$ cat src/rtl/tanimoto_cmp.sv
// Tanimoto threshold comparator: aligns |A|, |B|, |A&B| sums in capture FIFOs, then tests c*DEN >= NUM*(a+b-c).
// 3-cycle latency from the last capture to o_Valid; there is no backpressure, so a push into a full FIFO is dropped and flagged.

module tanimoto_cmp_fifo #(
  parameter int W     = 16,
  parameter int DEPTH = 4
) (
  input  logic         clk,
  input  logic         rstn,
  input  logic         push,
  input  logic [W-1:0] push_dat,
  input  logic         pop,
  output logic [W-1:0] pop_dat,
  output logic         empty,
  output logic         full,
  output logic         drop
);
  localparam int AW = $clog2(DEPTH);

  logic [W-1:0] mem [DEPTH];
  logic [AW:0]  wr_ptr;
  logic [AW:0]  rd_ptr;
  logic         push_ok;

  assign empty   = (wr_ptr == rd_ptr);
  assign full    = (wr_ptr[AW] != rd_ptr[AW]) && (wr_ptr[AW-1:0] == rd_ptr[AW-1:0]);
  // a pop in the same cycle frees the slot, so push on full is still accepted
  assign push_ok = push && (!full || pop);
  assign drop    = push && full && !pop;
  assign pop_dat = mem[rd_ptr[AW-1:0]];

  always_ff @(posedge clk or negedge rstn) begin
    if (!rstn) begin
      wr_ptr <= '0;
      rd_ptr <= '0;
    end else begin
      if (push_ok) wr_ptr <= wr_ptr + 1'b1;
      if (pop)     rd_ptr <= rd_ptr + 1'b1;
    end
  end

  always_ff @(posedge clk) begin
    if (push_ok) mem[wr_ptr[AW-1:0]] <= push_dat;
  end
endmodule

module tanimoto_cmp #(
  parameter int SUM_WIDTH  = 16,
  parameter int THR_WIDTH  = 8,
  parameter int FIFO_DEPTH = 4,
  parameter int IDX_WIDTH  = 16
) (
  input  logic                 clk,
  input  logic                 rstn,
  input  logic [SUM_WIDTH-1:0] i_RefSum,
  input  logic                 i_RefSumNew,
  input  logic [SUM_WIDTH-1:0] i_CmpSum,
  input  logic                 i_CmpSumNew,
  input  logic [SUM_WIDTH-1:0] i_AndSum,
  input  logic                 i_AndSumNew,
  input  logic [THR_WIDTH-1:0] i_ThrNum,
  input  logic [THR_WIDTH-1:0] i_ThrDen,
  output logic                 o_Valid,
  output logic                 o_Match,
  output logic [IDX_WIDTH-1:0] o_Idx,
  output logic                 o_Overflow
);
  localparam int DW = SUM_WIDTH + 1;
  localparam int LW = SUM_WIDTH + THR_WIDTH;
  localparam int RW = SUM_WIDTH + 1 + THR_WIDTH;

  logic [SUM_WIDTH-1:0] ref_dat, cmp_dat, and_dat;
  logic                 ref_empty, cmp_empty, and_empty;
  logic                 ref_full, cmp_full, and_full;
  logic                 ref_drop, cmp_drop, and_drop;
  logic                 pop;

  assign pop = !ref_empty && !cmp_empty && !and_empty;

  tanimoto_cmp_fifo #(.W(SUM_WIDTH), .DEPTH(FIFO_DEPTH)) u_ref_fifo (
    .clk(clk), .rstn(rstn), .push(i_RefSumNew), .push_dat(i_RefSum), .pop(pop),
    .pop_dat(ref_dat), .empty(ref_empty), .full(ref_full), .drop(ref_drop)
  );
  tanimoto_cmp_fifo #(.W(SUM_WIDTH), .DEPTH(FIFO_DEPTH)) u_cmp_fifo (
    .clk(clk), .rstn(rstn), .push(i_CmpSumNew), .push_dat(i_CmpSum), .pop(pop),
    .pop_dat(cmp_dat), .empty(cmp_empty), .full(cmp_full), .drop(cmp_drop)
  );
  tanimoto_cmp_fifo #(.W(SUM_WIDTH), .DEPTH(FIFO_DEPTH)) u_and_fifo (
    .clk(clk), .rstn(rstn), .push(i_AndSumNew), .push_dat(i_AndSum), .pop(pop),
    .pop_dat(and_dat), .empty(and_empty), .full(and_full), .drop(and_drop)
  );

  logic                 s1_vld;
  logic [SUM_WIDTH-1:0] s1_a, s1_b, s1_c;
  logic [THR_WIDTH-1:0] s1_num, s1_den;
  logic [DW-1:0]        s1_d;
  logic                 s2_vld;
  logic [LW-1:0]        s2_l;
  logic [RW-1:0]        s2_r;
  logic [IDX_WIDTH-1:0] res_cnt;

  // union size a+b-c needs the extra bit: a=b=max, c=0 must not truncate
  assign s1_d = {1'b0, s1_a} + {1'b0, s1_b} - {1'b0, s1_c};

  always_ff @(posedge clk or negedge rstn) begin
    if (!rstn) begin
      s1_vld     <= 1'b0;
      s1_a       <= '0;
      s1_b       <= '0;
      s1_c       <= '0;
      s1_num     <= '0;
      s1_den     <= '0;
      s2_vld     <= 1'b0;
      s2_l       <= '0;
      s2_r       <= '0;
      o_Valid    <= 1'b0;
      o_Match    <= 1'b0;
      o_Idx      <= '0;
      res_cnt    <= '0;
      o_Overflow <= 1'b0;
    end else begin
      s1_vld <= pop;
      if (pop) begin
        s1_a   <= ref_dat;
        s1_b   <= cmp_dat;
        s1_c   <= and_dat;
        s1_num <= i_ThrNum;
        s1_den <= i_ThrDen;
      end
      s2_vld <= s1_vld;
      if (s1_vld) begin
        s2_l <= {{THR_WIDTH{1'b0}}, s1_c} * {{SUM_WIDTH{1'b0}}, s1_den};
        s2_r <= {{THR_WIDTH{1'b0}}, s1_d} * {{DW{1'b0}}, s1_num};
      end
      o_Valid <= s2_vld;
      if (s2_vld) begin
        o_Match <= ({1'b0, s2_l} >= s2_r);
        o_Idx   <= res_cnt;
        res_cnt <= res_cnt + 1'b1;
      end
      if (ref_drop || cmp_drop || and_drop) o_Overflow <= 1'b1;
    end
  end
endmodule
$ cat config.mk
export PLATFORM = sky130hd
export DESIGN_NAME = tanimoto_cmp
export DESIGN_NICKNAME = d
export VERILOG_FILES = /design/src/rtl/tanimoto_cmp.sv
export SDC_FILE = /design/constraint.sdc
export NUM_CORES = 1
export LEC_CHECK = 0
export BUFFER_PORTS_ARGS = -buffer_cell sky130_fd_sc_hd__buf_2
export CAP_MARGIN = 40
export CORE_ASPECT_RATIO = 1.2
export CORE_MARGIN = 8
export CORE_UTILIZATION = 55
export DETAILED_ROUTE_END_ITERATION = 8
export PLACE_DENSITY = 0.72
export SETUP_SLACK_MARGIN = 0.3
export SYNTH_ARGS = -nofsm -noshare
export SYNTH_HDL_FRONTEND = slang
export SYNTH_HIERARCHICAL = 1
export SYNTH_SLANG_ARGS = --single-unit
$ cat constraint.sdc
create_clock -name clk -period 7.9 [get_ports clk]
set_input_delay 1.58 -clock clk [delete_from_list [all_inputs] [get_ports clk]]
set_output_delay 1.58 -clock clk [all_outputs]
set_load 0.05 [all_outputs]
# == After elaboration in Yosys (flattened, before gate mapping) ==
# Memory sizes are Yosys's and may differ from the RTL's. A register that Yosys moved wholly into a read port is not among the register bits.
# Cells that the tools add are included.
# totals
regBits,120
mem_bits_rw,192
inputBits,69
mem_count,3
# classes
addsub,9
mul,2
order_cmp,1
eq_ne,9
mux,6
reduce_logical,29
# mem_list
name,words,word_bits,rd,rd_ports_with_merged_regs,write_ports,line_no,text
u_and_fifo.mem,4,16,1,1,1,20,logic [W-1:0] mem [DEPTH];
u_cmp_fifo.mem,4,16,1,1,1,20,
u_ref_fifo.mem,4,16,1,1,1,20,
# op_table
cell,n
24-bit by 25-bit >= comparator with 1-bit output,1
17-bit by 8-bit multiplier with 25-bit output,1
16-bit by 8-bit multiplier with 24-bit output,1
3-bit by 1-bit adder with 3-bit output (second input constant),6
16-bit by 16-bit adder with 17-bit output,1
17-bit by 16-bit subtractor with 17-bit output,1
16-bit by 1-bit adder with 16-bit output (second input constant),1
1-bit logical AND,14
1-bit zero test,10
3-bit equality test,3
2-bit equality test,3
1-bit 2-to-1 mux,6
1-bit logical OR,5
1-bit != test,3

# == Depth between registers and ports, before layout ==
# logic_depth
depth_word,8
mapped_depth,29
ltp_nobuf,29

# == Cells and area by module ==
# The synthesis kept the hierarchy.
# modules_own_cells
mod,instances,cells_each,area_each_um2,seq_area_each_um2
tanimoto_cmp,1,1677,15897.7,3753.6
tanimoto_cmp_fifo,3,122,2741.4,2072.0

# == Least setup slack after synthesis ==
# Ideal clock, no wire load.
# synth_path
path_kind,register -> register
startpoint,"register s1_c[2], read port of u_and_fifo.mem"
endpoint,register s2_r[24]
arrival_time_ns,6.480
t_required_ns,7.775
slack_ns,1.295
path_stages_with_launch,25
n_path_buf,0
synth_period_minus_slack_ns,6.605
path_cell_list,dfrtp_1 fa_1 inv_1 ha_1 nor2b_1 o31a_1 o21a_1 a21bo_2 a21oi_1 xnor2_1 and2_1 fa_1 fa_1 fa_1 inv_1 fa_1 inv_1 ha_1 a21o_1 a21o_1 a221o_1 a31oi_1 o31ai_1 xnor2_1 mux2_2
# synth_via
elab_chain_len,2
# synth_rtl
item,line_no,text
start: declaration,94,"logic [SUM_WIDTH-1:0] s1_a, s1_b, s1_c;"
17-bit by 16-bit subtractor with 17-bit output,103,"assign s1_d = {1'b0, s1_a} + {1'b0, s1_b} - {1'b0, s1_c};"
17-bit by 8-bit multiplier with 25-bit output,133,"s2_r <= {{THR_WIDTH{1'b0}}, s1_d} * {{DW{1'b0}}, s1_num};"
end signal: assignment,133,
end: declaration,99,logic [RW-1:0] s2_r;
# No other way between the ends.
# A chain may end at the register's enable or synchronous reset.

# == Worst setup path in the final report ==
# layout_path
startpoint,"register s1_c[0], read port of u_and_fifo.mem"
endpoint,register s2_r[24]
# Same word-level chain as after synthesis.

==> metrics.json <==
{
  "grt": {
    "antenna_found_initial": 1,
    "grt_use_total_pct": 19.95,
    "global_route_wire_length_before_repair_um": 82070,
    "grt_max_degree": 80,
    "vias_in_the_first_global_route": 15850,
    "globalRouteOverflowTotal": 0
  },
  "min_path": {
    "worst_hold_path.endpoint": "o_Overflow",
    "hold-path-cell-count": 1,
    "min_from": "o_Overflow",
    "hp-class": "flop to flop"
  },
  "timing": {
    "period_needed_ns": 7.185,
    "setup_tns_ns": 0,
    "setup_violations": 0,
    "clock_skew_ns": 0.01772,
    "fin_hold_ws_ns": 0.4688,
    "slew_headroom_pct": 41.20,
    "fmaxAchievable_mhz": 139.2,
    "grt_setup_unrepaired": "false",
    "hold_violation_total_from_the_final_report": 0,
    "timing.final.crit_share_pct": 90.94,
    "worst-slew-pin-transition_ns": 0.8820,
    "slew_viol_final": 0
  },
  "clock_tree": {
    "root_buffer": "sky130_fd_sc_hd__clkbuf_16",
    "cts_max_path_buffers": 3,
    "cts_tree": "built",
    "cts_max_level": 2,
    "cts_num_sinks": 360,
    "clock_latency_ns": 0.56,
    "clkTransAtPathRegs_ns": 0.06,
    "cts_made_buffers": 38,
    "postCtsSetupBuffers": 0
  },
  "cells_and_area": {
    "final_layout_size_suffix_gt1_share_pct": 13.81,
    "syn_to_final_growth_pct": 9.507,
    "final_design_area_no_fill_um2": 26400,
    "finalNetCount": 2521,
    "final_common_cell": "sky130_fd_sc_hd__inv_1",
    "most_frequent_cells_in_the_layout": "sky130_fd_sc_hd__inv_1, sky130_fd_sc_hd__edfxtp_1, sky130_fd_sc_hd__fa_1"
  },
  "drt": {
    "avgViaCountPerCell": 5.527,
    "count_of_routing_violations_after_the_opening_detailed_route_iteration": 767,
    "antenna_violating_nets_post_route": 0,
    "route.final.wire_length_um": 50130,
    "routedWlPerCell_um": 18.54,
    "drt-pass1-iter-count": 5,
    "route.detailed.drc": 0,
    "routed-via-count": 14950
  },
  "synth": {
    "synthCells": 2040,
    "synth_warnings": 6,
    "mappedNetlistArea_um2": 24110,
    "postSynthNetCount": 2445,
    "synthesis.area_per_instance_um2": 11.82
  },
  "floorplanning": {
    "core-area_um2": 43510,
    "dieHeight_um": 245.4,
    "floorplan.rows": 84,
    "dieWidth_um": 207.1,
    "dieArea_um2": 50820,
    "initial_utilization_pct": 55.41,
    "boundaryPins": 88
  },
  "job": {
    "max_cap_violations": 0
  },
  "setup_path": {
    "cp_data_arrival_time_ns": 7.61,
    "r2r.worst_path.cells": 26,
    "setup.worst_path.start_class": "flop",
    "timing.reg2reg.setup_slack_ns": 0.72,
    "timing.critical_path.fanout_max": 10,
    "timing_worst_setup_path_type": "flop to flop",
    "crit_path_start": "s1_c[0]",
    "critical_path.reg2reg.endpoint": "s2_r[24]",
    "worstReg2RegStart": "s1_c[0]",
    "setup.worst_path.end_class": "flop",
    "timing.critical_path.required_ns": 8.33
  },
  "placement": {
    "port_buffers": 87,
    "routability_cong": 0.8431,
    "placement.cell_area_um2": 25130,
    "dp.final_hpwl_um": 37640
  },
  "outcome": {
    "status": "completed"
  }
}
worst max-delay path: stages, from the launching register on:
cell	delay, ns
sky130_fd_sc_hd__dfrtp_1	0.50
sky130_fd_sc_hd__ha_1	0.29
sky130_fd_sc_hd__inv_1	0.06
sky130_fd_sc_hd__ha_1	0.18
sky130_fd_sc_hd__inv_1	0.07
sky130_fd_sc_hd__fa_1	0.45
sky130_fd_sc_hd__nor2b_1	0.16
sky130_fd_sc_hd__o31a_1	0.17
sky130_fd_sc_hd__o21a_1	0.14
sky130_fd_sc_hd__a21bo_2	0.21
sky130_fd_sc_hd__a21oi_1	0.14
sky130_fd_sc_hd__o311a_2	0.50
sky130_fd_sc_hd__nor2b_1	0.20
sky130_fd_sc_hd__fa_1	0.46
sky130_fd_sc_hd__fa_1	0.47
sky130_fd_sc_hd__fa_1	0.54
sky130_fd_sc_hd__inv_1	0.05
sky130_fd_sc_hd__fa_1	0.52
sky130_fd_sc_hd__inv_1	0.04
sky130_fd_sc_hd__ha_1	0.34
sky130_fd_sc_hd__a21o_1	0.22
sky130_fd_sc_hd__a21o_1	0.19
sky130_fd_sc_hd__a221o_1	0.28
sky130_fd_sc_hd__a31oi_1	0.33
sky130_fd_sc_hd__o31ai_1	0.16
sky130_fd_sc_hd__xnor2_1	0.14
sky130_fd_sc_hd__mux2_2	0.26
how the worst max path moves through the flow:
stage,cells after the start,to
detailed placement,26,s2_r[24]
CTS,26,s2_r[24]
finish,26,s2_r[24]
global placement,26,s2_r[24]
global route,24,s2_r[21]
floorplan,24,s2_r[24]
area by class of cell:
cell class                      instances  area [um2]
Timing Repair Buffer                  107       634.4
Inverter                              301        1130
Sequential cell                       360        9971
Antenna cell                            1       2.502
Multi-Input combinational cell       1308       12730
Clock inverter                         21       197.7
Clock buffer                           47        1036
Fill cell                            3461       17110
Tap cell                              559       699.4
routing by layer:
metal	up-vias	GRT usage (%)	wire, um
li1	7012	-	-
met1	7536	24.13	20540
met2	318	35.82	25790
met3	78	3.085	2074
met4	2	7.492	1703
met5	-	0	13
timing repair:
action	4_1_cts	5_1_grt
resized for setup	0	3
setup endpoints to repair	0	2
hold buffers	0	0
sequential cells by signal, indices dropped and copies added (netlist names), 24 cells and up:
name,count
s2_l,24
u_cmp_fifo/mem,64
u_ref_fifo/mem,64
s2_r,25
u_and_fifo/mem,64
through the flow:
stage	utilization [%]	cells	worst slack, ns
floorplan	-	2040	1.295
global placement	57.60	2630	0.8020
detailed placement	57.75	2634	0.7029
CTS	60.59	2702	0.6733
global route	60.67	2703	0.3180
finish	60.68	2704	0.7154
Power is left out: the tool's default activity adds up to more than one toggle a clock period on the data nets, which glitch-free logic cannot reach.
